$ cat config.mk
export PLATFORM = sky130hd
export DESIGN_NAME = load_store_unit
export DESIGN_NICKNAME = d
export VERILOG_FILES = /design/src/rtl/lsu_pkg.sv /design/src/rtl/lsu_align.sv /design/src/rtl/load_store_unit.sv
export SDC_FILE = /design/constraint.sdc
export NUM_CORES = 1
export LEC_CHECK = 0
export CELL_PAD_IN_SITES_DETAIL_PLACEMENT = 0
export CELL_PAD_IN_SITES_GLOBAL_PLACEMENT = 2
export CORE_MARGIN = 4
export CORE_UTILIZATION = 24
export DETAILED_ROUTE_END_ITERATION = 8
export HOLD_SLACK_MARGIN = 0.12
export PLACE_DENSITY = 0.87
export SYNTH_ARGS = -nofsm -noshare
export SYNTH_HDL_FRONTEND = slang
export SYNTH_SLANG_ARGS = --single-unit
$ cat constraint.sdc
create_clock -name i_clk -period 1.65 [get_ports i_clk]
set_input_delay 0.33 -clock i_clk [delete_from_list [all_inputs] [get_ports i_clk]]
set_output_delay 0.33 -clock i_clk [all_outputs]
set_load 0.05 [all_outputs]
$ cat src/rtl/lsu_pkg.sv
// Package for the load/store unit.
// Holds the FSM state encoding, access-size encodings, funct3 constants and
// small helpers that decode funct3 and handle low address bits.
package lsu_pkg;

  typedef enum logic [1:0] {
    IDLE = 2'd0,
    REQ  = 2'd1,
    WAIT = 2'd2,
    DONE = 2'd3
  } lsu_state_t;

  typedef enum logic [1:0] {
    SZ_B = 2'd0,
    SZ_H = 2'd1,
    SZ_W = 2'd2
  } lsu_size_t;

  localparam logic [2:0] F3_B  = 3'b000;
  localparam logic [2:0] F3_H  = 3'b001;
  localparam logic [2:0] F3_W  = 3'b010;
  localparam logic [2:0] F3_BU = 3'b100;
  localparam logic [2:0] F3_HU = 3'b101;

  // funct3[1:0]: 00=byte, 01=half, 1x=word
  function automatic lsu_size_t size_of(input logic [1:0] f3_lo);
    if (f3_lo[1])      return SZ_W;
    else if (f3_lo[0]) return SZ_H;
    else               return SZ_B;
  endfunction

  // Byte offset actually used for lane selection: bits that would make a
  // half/word access straddle a word are cleared.
  function automatic logic [1:0] align_off(input lsu_size_t sz, input logic [1:0] off);
    case (sz)
      SZ_B:    return off;
      SZ_H:    return {off[1], 1'b0};
      default: return 2'b00;
    endcase
  endfunction

  function automatic logic is_misaligned(input lsu_size_t sz, input logic [1:0] off);
    case (sz)
      SZ_B:    return 1'b0;
      SZ_H:    return off[0];
      default: return |off;
    endcase
  endfunction

endpackage

$ cat src/rtl/lsu_align.sv
// Byte-lane alignment for the load/store unit (purely combinational).
// Store side: builds the byte-lane write mask and replicates store data so the
//   addressed lanes carry the right bytes.
//   st_size/st_off/st_data in, st_mask/st_lanes out.
// Load side: shifts the returned word down by the byte offset and sign- or
//   zero-extends byte/half results.
//   ld_size/ld_off/ld_unsigned/ld_word in, ld_result out.
module lsu_align
  import lsu_pkg::*;
(
  input  lsu_size_t   st_size,
  input  logic [1:0]  st_off,
  input  logic [31:0] st_data,
  output logic [3:0]  st_mask,
  output logic [31:0] st_lanes,
  input  lsu_size_t   ld_size,
  input  logic [1:0]  ld_off,
  input  logic        ld_unsigned,
  input  logic [31:0] ld_word,
  output logic [31:0] ld_result
);

  logic [31:0] ld_shifted;

  always_comb begin
    st_mask  = 4'b1111;
    st_lanes = st_data;
    case (st_size)
      SZ_B: begin
        st_mask  = 4'b0001 << st_off;
        st_lanes = {4{st_data[7:0]}};
      end
      SZ_H: begin
        st_mask  = 4'b0011 << {st_off[1], 1'b0};
        st_lanes = {2{st_data[15:0]}};
      end
      default: begin
        st_mask  = 4'b1111;
        st_lanes = st_data;
      end
    endcase
  end

  always_comb begin
    ld_shifted = ld_word >> {ld_off, 3'b000};
    ld_result  = ld_shifted;
    case (ld_size)
      SZ_B:    ld_result = {{24{~ld_unsigned & ld_shifted[7]}}, ld_shifted[7:0]};
      SZ_H:    ld_result = {{16{~ld_unsigned & ld_shifted[15]}}, ld_shifted[15:0]};
      default: ld_result = ld_shifted;
    endcase
  end

endmodule

$ cat src/rtl/load_store_unit.sv
// RV32I load/store unit sitting in the memory stage of a single-cycle core.
// Takes the ALU result as effective address, runs one data-memory
// transaction, and stalls the core via o_busy until the access completes.
//
// Ports:
//   i_clk, i_rst_n                 clock, async active-low reset
//   i_valid, i_load, i_store       memory instruction presented by the core
//   i_funct3, i_addr, i_wdata      size/sign, effective address, store data
//   o_busy                         combinational stall
//   o_done                         one-cycle completion pulse
//   o_rdata                        extended load result (holds last load)
//   o_misaligned                   trap pulse (only with LSU_MISALIGN_TRAP_EN)
//   o_dmem_*/i_dmem_*              data-memory request/response interface
//   o_dbg_state                    current FSM state for observation
//
// Configuration macro LSU_MISALIGN_TRAP_EN: when defined, misaligned half/word
// accesses skip memory and complete with o_misaligned; when undefined the
// offending low address bits are ignored and the access proceeds aligned.
//
// Memory handshake: o_dmem_req is held with stable addr/we/wdata/mask until a
// cycle where i_dmem_ready is high; that cycle transfers the request. For a
// load, i_dmem_rvalid is only looked at after the transfer (WAIT state) and
// is a one-cycle indication that i_dmem_rdata holds the read word.
module load_store_unit
  import lsu_pkg::*;
(
  input  logic        i_clk,
  input  logic        i_rst_n,
  input  logic        i_valid,
  input  logic        i_load,
  input  logic        i_store,
  input  logic [2:0]  i_funct3,
  input  logic [31:0] i_addr,
  input  logic [31:0] i_wdata,
  output logic        o_busy,
  output logic        o_done,
  output logic [31:0] o_rdata,
`ifdef LSU_MISALIGN_TRAP_EN
  output logic        o_misaligned,
`endif
  output logic        o_dmem_req,
  input  logic        i_dmem_ready,
  output logic        o_dmem_we,
  output logic [31:0] o_dmem_addr,
  output logic [31:0] o_dmem_wdata,
  output logic [3:0]  o_dmem_mask,
  input  logic        i_dmem_rvalid,
  input  logic [31:0] i_dmem_rdata,
  output lsu_state_t  o_dbg_state
);

  lsu_state_t  state;
  logic        accept;
  lsu_size_t   size_in;
  logic [1:0]  off_in;
  logic [3:0]  st_mask;
  logic [31:0] st_lanes;
  logic [31:0] ld_result;

  // Captured request
  logic [29:0] word_q;
  logic [1:0]  off_q;
  lsu_size_t   size_q;
  logic        uns_q;
  logic        we_q;
  logic [31:0] wdata_q;
  logic [3:0]  mask_q;

  assign accept  = i_valid & (i_load | i_store);
  assign size_in = size_of(i_funct3[1:0]);
  assign off_in  = align_off(size_in, i_addr[1:0]);

  lsu_align u_align (
    .st_size    (size_in),
    .st_off     (off_in),
    .st_data    (i_wdata),
    .st_mask    (st_mask),
    .st_lanes   (st_lanes),
    .ld_size    (size_q),
    .ld_off     (off_q),
    .ld_unsigned(uns_q),
    .ld_word    (i_dmem_rdata),
    .ld_result  (ld_result)
  );

  // Stall covers the accept cycle too; the core only advances in DONE.
  assign o_busy = i_rst_n & (((state == IDLE) & accept) | (state == REQ) | (state == WAIT));

  assign o_dmem_we    = we_q;
  assign o_dmem_addr  = {word_q, 2'b00};
  assign o_dmem_wdata = wdata_q;
  assign o_dmem_mask  = mask_q;
  assign o_dbg_state  = state;

  always_ff @(posedge i_clk or negedge i_rst_n) begin
    if (!i_rst_n) begin
      state      <= IDLE;
      o_done     <= 1'b0;
      o_rdata    <= 32'h0;
      o_dmem_req <= 1'b0;
      word_q     <= 30'h0;
      off_q      <= 2'b00;
      size_q     <= SZ_B;
      uns_q      <= 1'b0;
      we_q       <= 1'b0;
      wdata_q    <= 32'h0;
      mask_q     <= 4'b0000;
`ifdef LSU_MISALIGN_TRAP_EN
      o_misaligned <= 1'b0;
`endif
    end else begin
      o_done <= 1'b0;
`ifdef LSU_MISALIGN_TRAP_EN
      o_misaligned <= 1'b0;
`endif
      case (state)
        IDLE: begin
          if (accept) begin
`ifdef LSU_MISALIGN_TRAP_EN
            if (is_misaligned(size_in, i_addr[1:0])) begin
              state        <= DONE;
              o_done       <= 1'b1;
              o_misaligned <= 1'b1;
            end else
`endif
            begin
              // Store wins when both load and store are flagged.
              word_q     <= i_addr[31:2];
              off_q      <= off_in;
              size_q     <= size_in;
              uns_q      <= i_funct3[2];
              we_q       <= i_store;
              wdata_q    <= st_lanes;
              mask_q     <= i_store ? st_mask : 4'b0000;
              o_dmem_req <= 1'b1;
              state      <= REQ;
            end
          end
        end
        REQ: begin
          if (i_dmem_ready) begin
            o_dmem_req <= 1'b0;
            if (we_q) begin
              state  <= DONE;
              o_done <= 1'b1;
            end else begin
              state <= WAIT;
            end
          end
        end
        WAIT: begin
          if (i_dmem_rvalid) begin
            o_rdata <= ld_result;
            o_done  <= 1'b1;
            state   <= DONE;
          end
        end
        DONE: begin
          state <= IDLE;
        end
        default: begin
          state <= IDLE;
        end
      endcase
    end
  end

endmodule
### Word-level counts from Yosys, hierarchy flattened

Cells that the tools add are included.
Widths: inputs -> output; s select.

| operators by class | value |
|---|---|
| eq/ne operators | 8 |
| shift operators | 3 |
| mux-type cells | 19 |
| bitwise logic cells | 9 |
| reduce and logical (&&, ||, !) cells | 8 |

Operators with widths:

| cell | count |
|---|---|
| $pmux 32 s2 | 2 |
| $shr 32x5->32 | 1 |
| $mux 2 | 4 |
| $pmux 2 s4 | 1 |
| $pmux 4 s2 | 1 |
| $mux 1 | 7 |
| $eq 2x1->1 const B | 3 |
| $logic_not 2->1 | 3 |
| $ne 2x2->1 const B | 3 |
| $reduce_and 3->1 | 2 |
| $and 1x1->1 | 5 |
| $eq 2x2->1 const B | 2 |
| $mux 4 | 1 |
| $pmux 1 s2 | 2 |
| $pmux 2 s2 | 1 |
| $reduce_and 2->1 | 2 |
| $shl 1x2->4 const A | 1 |
| $shl 2x2->4 const A | 1 |
| $or 1x1->1 | 3 |
| $reduce_bool 2->1 | 1 |
| $not 1->1 | 1 |

| storage, ports and cells | value |
|---|---|
| bits in registers | 108 |
| bits of input ports | 106 |
| logic and storage cells | 58 |

### Logic depth before layout (Yosys ltp)

| depth | value |
|---|---|
| depth after elaboration | 7 |
| gate-level depth with buffers | 7 |
| depth with buffers taken out | 6 |

### Modules after synthesis

From an unflattened synthesis, not the netlist that was laid out.

| second synthesis, totals | value |
|---|---|
| cells, all modules | 429 |
| area total of the unflattened synthesis | 5310.1 um^2 |

Modules (own cells, without submodules):

| module | times used | cells each | area an instance (um^2) |
|---|---|---|---|
| load_store_unit | 1 | 262 | 4161.5 |
| lsu_align | 1 | 167 | 1148.6 |

### Worst setup path after synthesis

No wires, ideal clock.

| timing | value |
|---|---|
| kind | flip-flop to output port |
| start | reg state[0] (netlist: o_dbg_state[0]) |
| end | out o_busy |
| arrival time | 2391 ps |
| data required time | 1320 ps |
| path slack | -1071 ps |
| cell stages (with the launch flop) | 6 |
| path buffers | 1 |
| cell sequence | dfrtp_1 inv_1 ha_1 o211ai_1 clkbuf_1 a21boi_0 |

| between the ends | value |
|---|---|
| cells in the longest elaborated chain, start to end | 5 |
| elaborated cells between the ends (all ways) | 7 |
| classes of those cells | eq/ne (2); bitwise (4); reduce/logical (1) |

RTL lines:

| item | RTL line | text |
|---|---|---|
| start: declaration | load_store_unit.sv:52 | `lsu_state_t state;` |
| start signal: assignment | load_store_unit.sv:97 | `state <= IDLE;` |
| start signal: assignment | load_store_unit.sv:136 | `state <= REQ;` |
| start signal: assignment | load_store_unit.sv:144 | `state <= DONE;` |
| $logic_not 2->1 | load_store_unit.sv:87 | `assign o_busy = i_rst_n & (((state == IDLE) & accept) \| (state == REQ) \| (state == WAIT));` |
| $and 1x1->1 | load_store_unit.sv:87 |  |
| $or 1x1->1 | load_store_unit.sv:87 |  |
| $or 1x1->1 (*) | load_store_unit.sv:87 |  |
| $and 1x1->1 (*) | load_store_unit.sv:87 |  |
| end: declaration | load_store_unit.sv:35 | `output logic o_busy,` |

Every way passes the cells marked *; elsewhere a longest branch is shown, timed or not.

### Worst setup path after layout

Ends and elaborated chain as after synthesis.

==> results_dict.tcl <==
set metrics [dict create \
    slew_headroom_pct 60.6 \
    ys_async_sr_fraction_pct 100 \
    initial_core_util_pct 24.7 \
    tightest_slew_ps 591 \
    ant_nets 0 \
    synthCells 424 \
    reg2regPathDepth 8 \
    seq_power_share_pct 27.0 \
    grt_max_degree 109 \
    period_share_pct 115 \
    synth_top_family_by_area "multiplexers" \
    worstPathMaxFanout 2 \
    port_buffers 209 \
    cts_buffers 9 \
    violations "negative setup slack" \
    synth.avg_cell_area_sq_um 11.9 \
    critPathMaxStageDelay_ps 410 \
    synthDistinctLibCells 36 \
    r2r_setup_slack_ps -100 \
    critPathKind "register to primary output" \
    timing.final.hold_violations 0 \
    clk-insertion-delay-late_ps 350 \
    startpoint_type "register" \
    vdd_ir_drop_max_uv 1130 \
    leakage_uw 0.00374 \
    clkPwrFrac_pct 12.0 \
    ys_warn_count 0 \
    synth.ff_latch_count 108 \
    wire_per_inst_microns 17.9 \
    drtPass1Iterations 4 \
    power.total_uw 17600 \
    die_area_sq_mm 0.0235 \
    place_congestion 0.851 \
    synthMostInstantiatedCell "dfrtp_1" \
    drcViolationCount 0 \
    r2r-start "o_dbg_state[0]$_DFFE_PN0P_" \
    gr-usage-all-layers_pct 13.7 \
    clk_pin_slew_ps 70 \
    synth_edf_count 0 \
    coreArea_sq_mm 0.0205 \
    grt_pass1_vias 4624 \
    num_vias 4300 \
    setup_viol_count_final 25 \
    rows 52 \
    place_inst 913 \
    final_area_sq_mm 0.00814 \
    sw_frac_of_total_pct 48.3 \
    fill_cells 1969 \
    pwr_density_cell_mw_per_mm2 2170 \
    crit_start "o_dbg_state[0]$_DFFE_PN0P_" \
    drive_gt1_share_pct 37.3 \
    clockBufferDepth 2 \
    final_cells 940 \
    synth-xor-area-share_pct 0 \
    root_buffer "clkbuf_16" \
    fin_skew_ps 6.43 \
    drt_iter0_drc 160 \
    power.internal_uw 9110 \
    synthSimpleGateAreaFrac_pct 7.35 \
    synth.area.mux_share_pct 20.5 \
    cp.required_ps 1320 \
    grt.overflow.total 0 \
    fin_nets 774 \
    netlist_top_cells_area "dfrtp_1, mux2_2, mux2i_1" \
    path_cells "inv_2, ha_4, o211ai_1, buf_4, a21boi_4, buf_6" \
    endpoint "o_busy" \
    p_comb_share_pct 61.0 \
    grt_pass1_wl_mm 25.8 \
    synth_compound_area_share_pct 13.9 \
    post-route-min-period_ps 1890 \
    r2r_end "word_q[19]$_DFFE_PN0P_" \
    synth_common_cells "dfrtp_1, mux2_2, nand2_1, mux2i_1, o21ai_0" \
    tns_ps -1780 \
    arrival_ps 1560 \
    crit_path_end_kind "primary output" \
    setup_ws_ps -241 \
    ys.flop_type "dfrtp_1" \
    wl_mm 16.9 \
    io_pins 212 \
    viasPerCell 4.57 \
    synth_top_cell_by_area "dfrtp_1" \
    die_h_microns 153 \
    hpwl_mm 12.4 \
    htree_levels 3 \
    n_antenna_cell 0 \
    status "complete, but fails checks" \
    syn-cell-area_sq_mm 0.00506 \
    ys_seq_area_share_pct 53.5 \
    max_freq_mhz 529 \
    area_delta_synth_final_pct 61.1 \
    cts_tree "yes" \
    fin_util_pct 39.7 \
    slowest_stage "dfrtp_2" \
    clkSinkCount 108 \
    hold_path.class "input port to async pin" \
    power.switching_uw 8520 \
    antenna_found_initial 0 \
    drv_cap 0 \
    dpl_cell_area_sq_mm 0.00761 \
    dieWidth_microns 153 \
    synth_fa_ha_area_share_pct 0.742 \
    rsz0062_at_grt "true" \
    slew_violations 0 \
    synth_top_area_share_pct 53.5 \
]
## metrics by stage
stage                     worst slack (ps)  hold WS (ps)
after floorplan                       -137          34.4
after global placement                -226           467
after detailed placement              -273           478
after CTS                             -278           127
after global routing                  -332           145
final                                 -241           100
## metal layers
| metal | GRT usage (%) | up-vias | share of wire [%] |
|---|---|---|---|
| met5 | 0 | - | 0 |
| met2 | 23.3 | 171 | 49 |
| met1 | 16.3 | 2096 | 41 |
| met3 | 4.30 | 19 | 7.9 |
| li1 | - | 2014 | - |
| met4 | 4.71 | 0 | 1.8 |
## logic make-up (layout without fill, tap and decap cells)
kind of cell,after synthesis,after routing
AO/OA/AOI/OAI,98,98
adder cells (fa/ha/maj),3,3
buffers and inverters,37,282
flip-flops,108,108
multiplexers,96,96
other,1,2
AND/OR/NAND/NOR,81,81
## cell type report
cell class,instances,area [sq um],area share [%]
flip-flops and latches,108,2710,33.2
repair buffers,262,2480,30.4
multi-input cells,280,2320,28.5
well taps,270,338,4.15
clock buffers,10,239,2.93
clock inverters,6,46.3,0.568
inverters,4,15.0,0.184
## registers in the layout, indices dropped and copies added (netlist names)
name / cells
o_dmem_req: 1
o_dbg_state: 2
o_dmem_mask: 4
o_dmem_we: 1
o_dmem_wdata: 32
off_q: 2
size_q: 2
o_rdata: 32
word_q: 30
uns_q: 1
o_done: 1
## power groups by stage
stage | Combinational, uW | Clock [uW] | Sequential (uW)
detailed placement | 10500 | 0 | 4780
finish | 10800 | 2120 | 4760
floorplan | 2900 | 0 | 8800
global route | 11300 | 2310 | 4930
CTS | 10600 | 2180 | 4770
global placement | 10300 | 0 | 4750
## worst min path at each step
stage          cells past startpoint                    startpoint                           end
5_1_grt                            2                       i_rst_n        word_q[15]$_DFFE_PN0P_
6_report                           2                       i_rst_n          off_q[1]$_DFFE_PN0P_
4_1_cts                            2                       i_rst_n         word_q[4]$_DFFE_PN0P_
3_3_place_gp                       2  o_dmem_wdata[21]$_DFFE_PN0P_  o_dmem_wdata[21]$_DFFE_PN0P_
2_1_floorplan                      0                       i_rst_n    o_dbg_state[0]$_DFFE_PN0P_
3_5_place_dp                       2  o_dmem_wdata[10]$_DFFE_PN0P_  o_dmem_wdata[10]$_DFFE_PN0P_
## timing repair
action	in CTS	in global routing
cloned	0	5
resized for setup	8	19
setup buffers	5	2
endpoints found under the setup margin	21	90
pin swaps	3	2
hold buffers	0	0
## critical path, delay by kind of cell, from the launching register on
family                     cells  cell delay, ps
adders and majority gates      1             140
buffers and inverters          3             420
AOI/OAI and AO/OA              2             240
DFF                            1             410
## placed cells by master (no fill, tap or decap), types with 2 or more instances in the layout
master,n
a211oi_1,7
a21oi_1,15
a221o_1,17
and2_1,2
buf_12,11
buf_4,134
buf_6,7
buf_8,2
clkbuf_16,13
clkdlybuf4s50_1,104
clkinvlp_4,2
conb_1,2
dfrtp_1,106
dfrtp_2,2
inv_1,2
inv_2,2
inv_6,2
mux2_2,30
mux2_4,29
mux2i_1,37
nand2_1,44
nor2_1,14
nor2_2,2
nor2b_1,11
o211a_1,7
o211ai_1,9
o21ai_0,28
o21ai_1,4
Note: power is estimated with default switching activity, not from simulation.
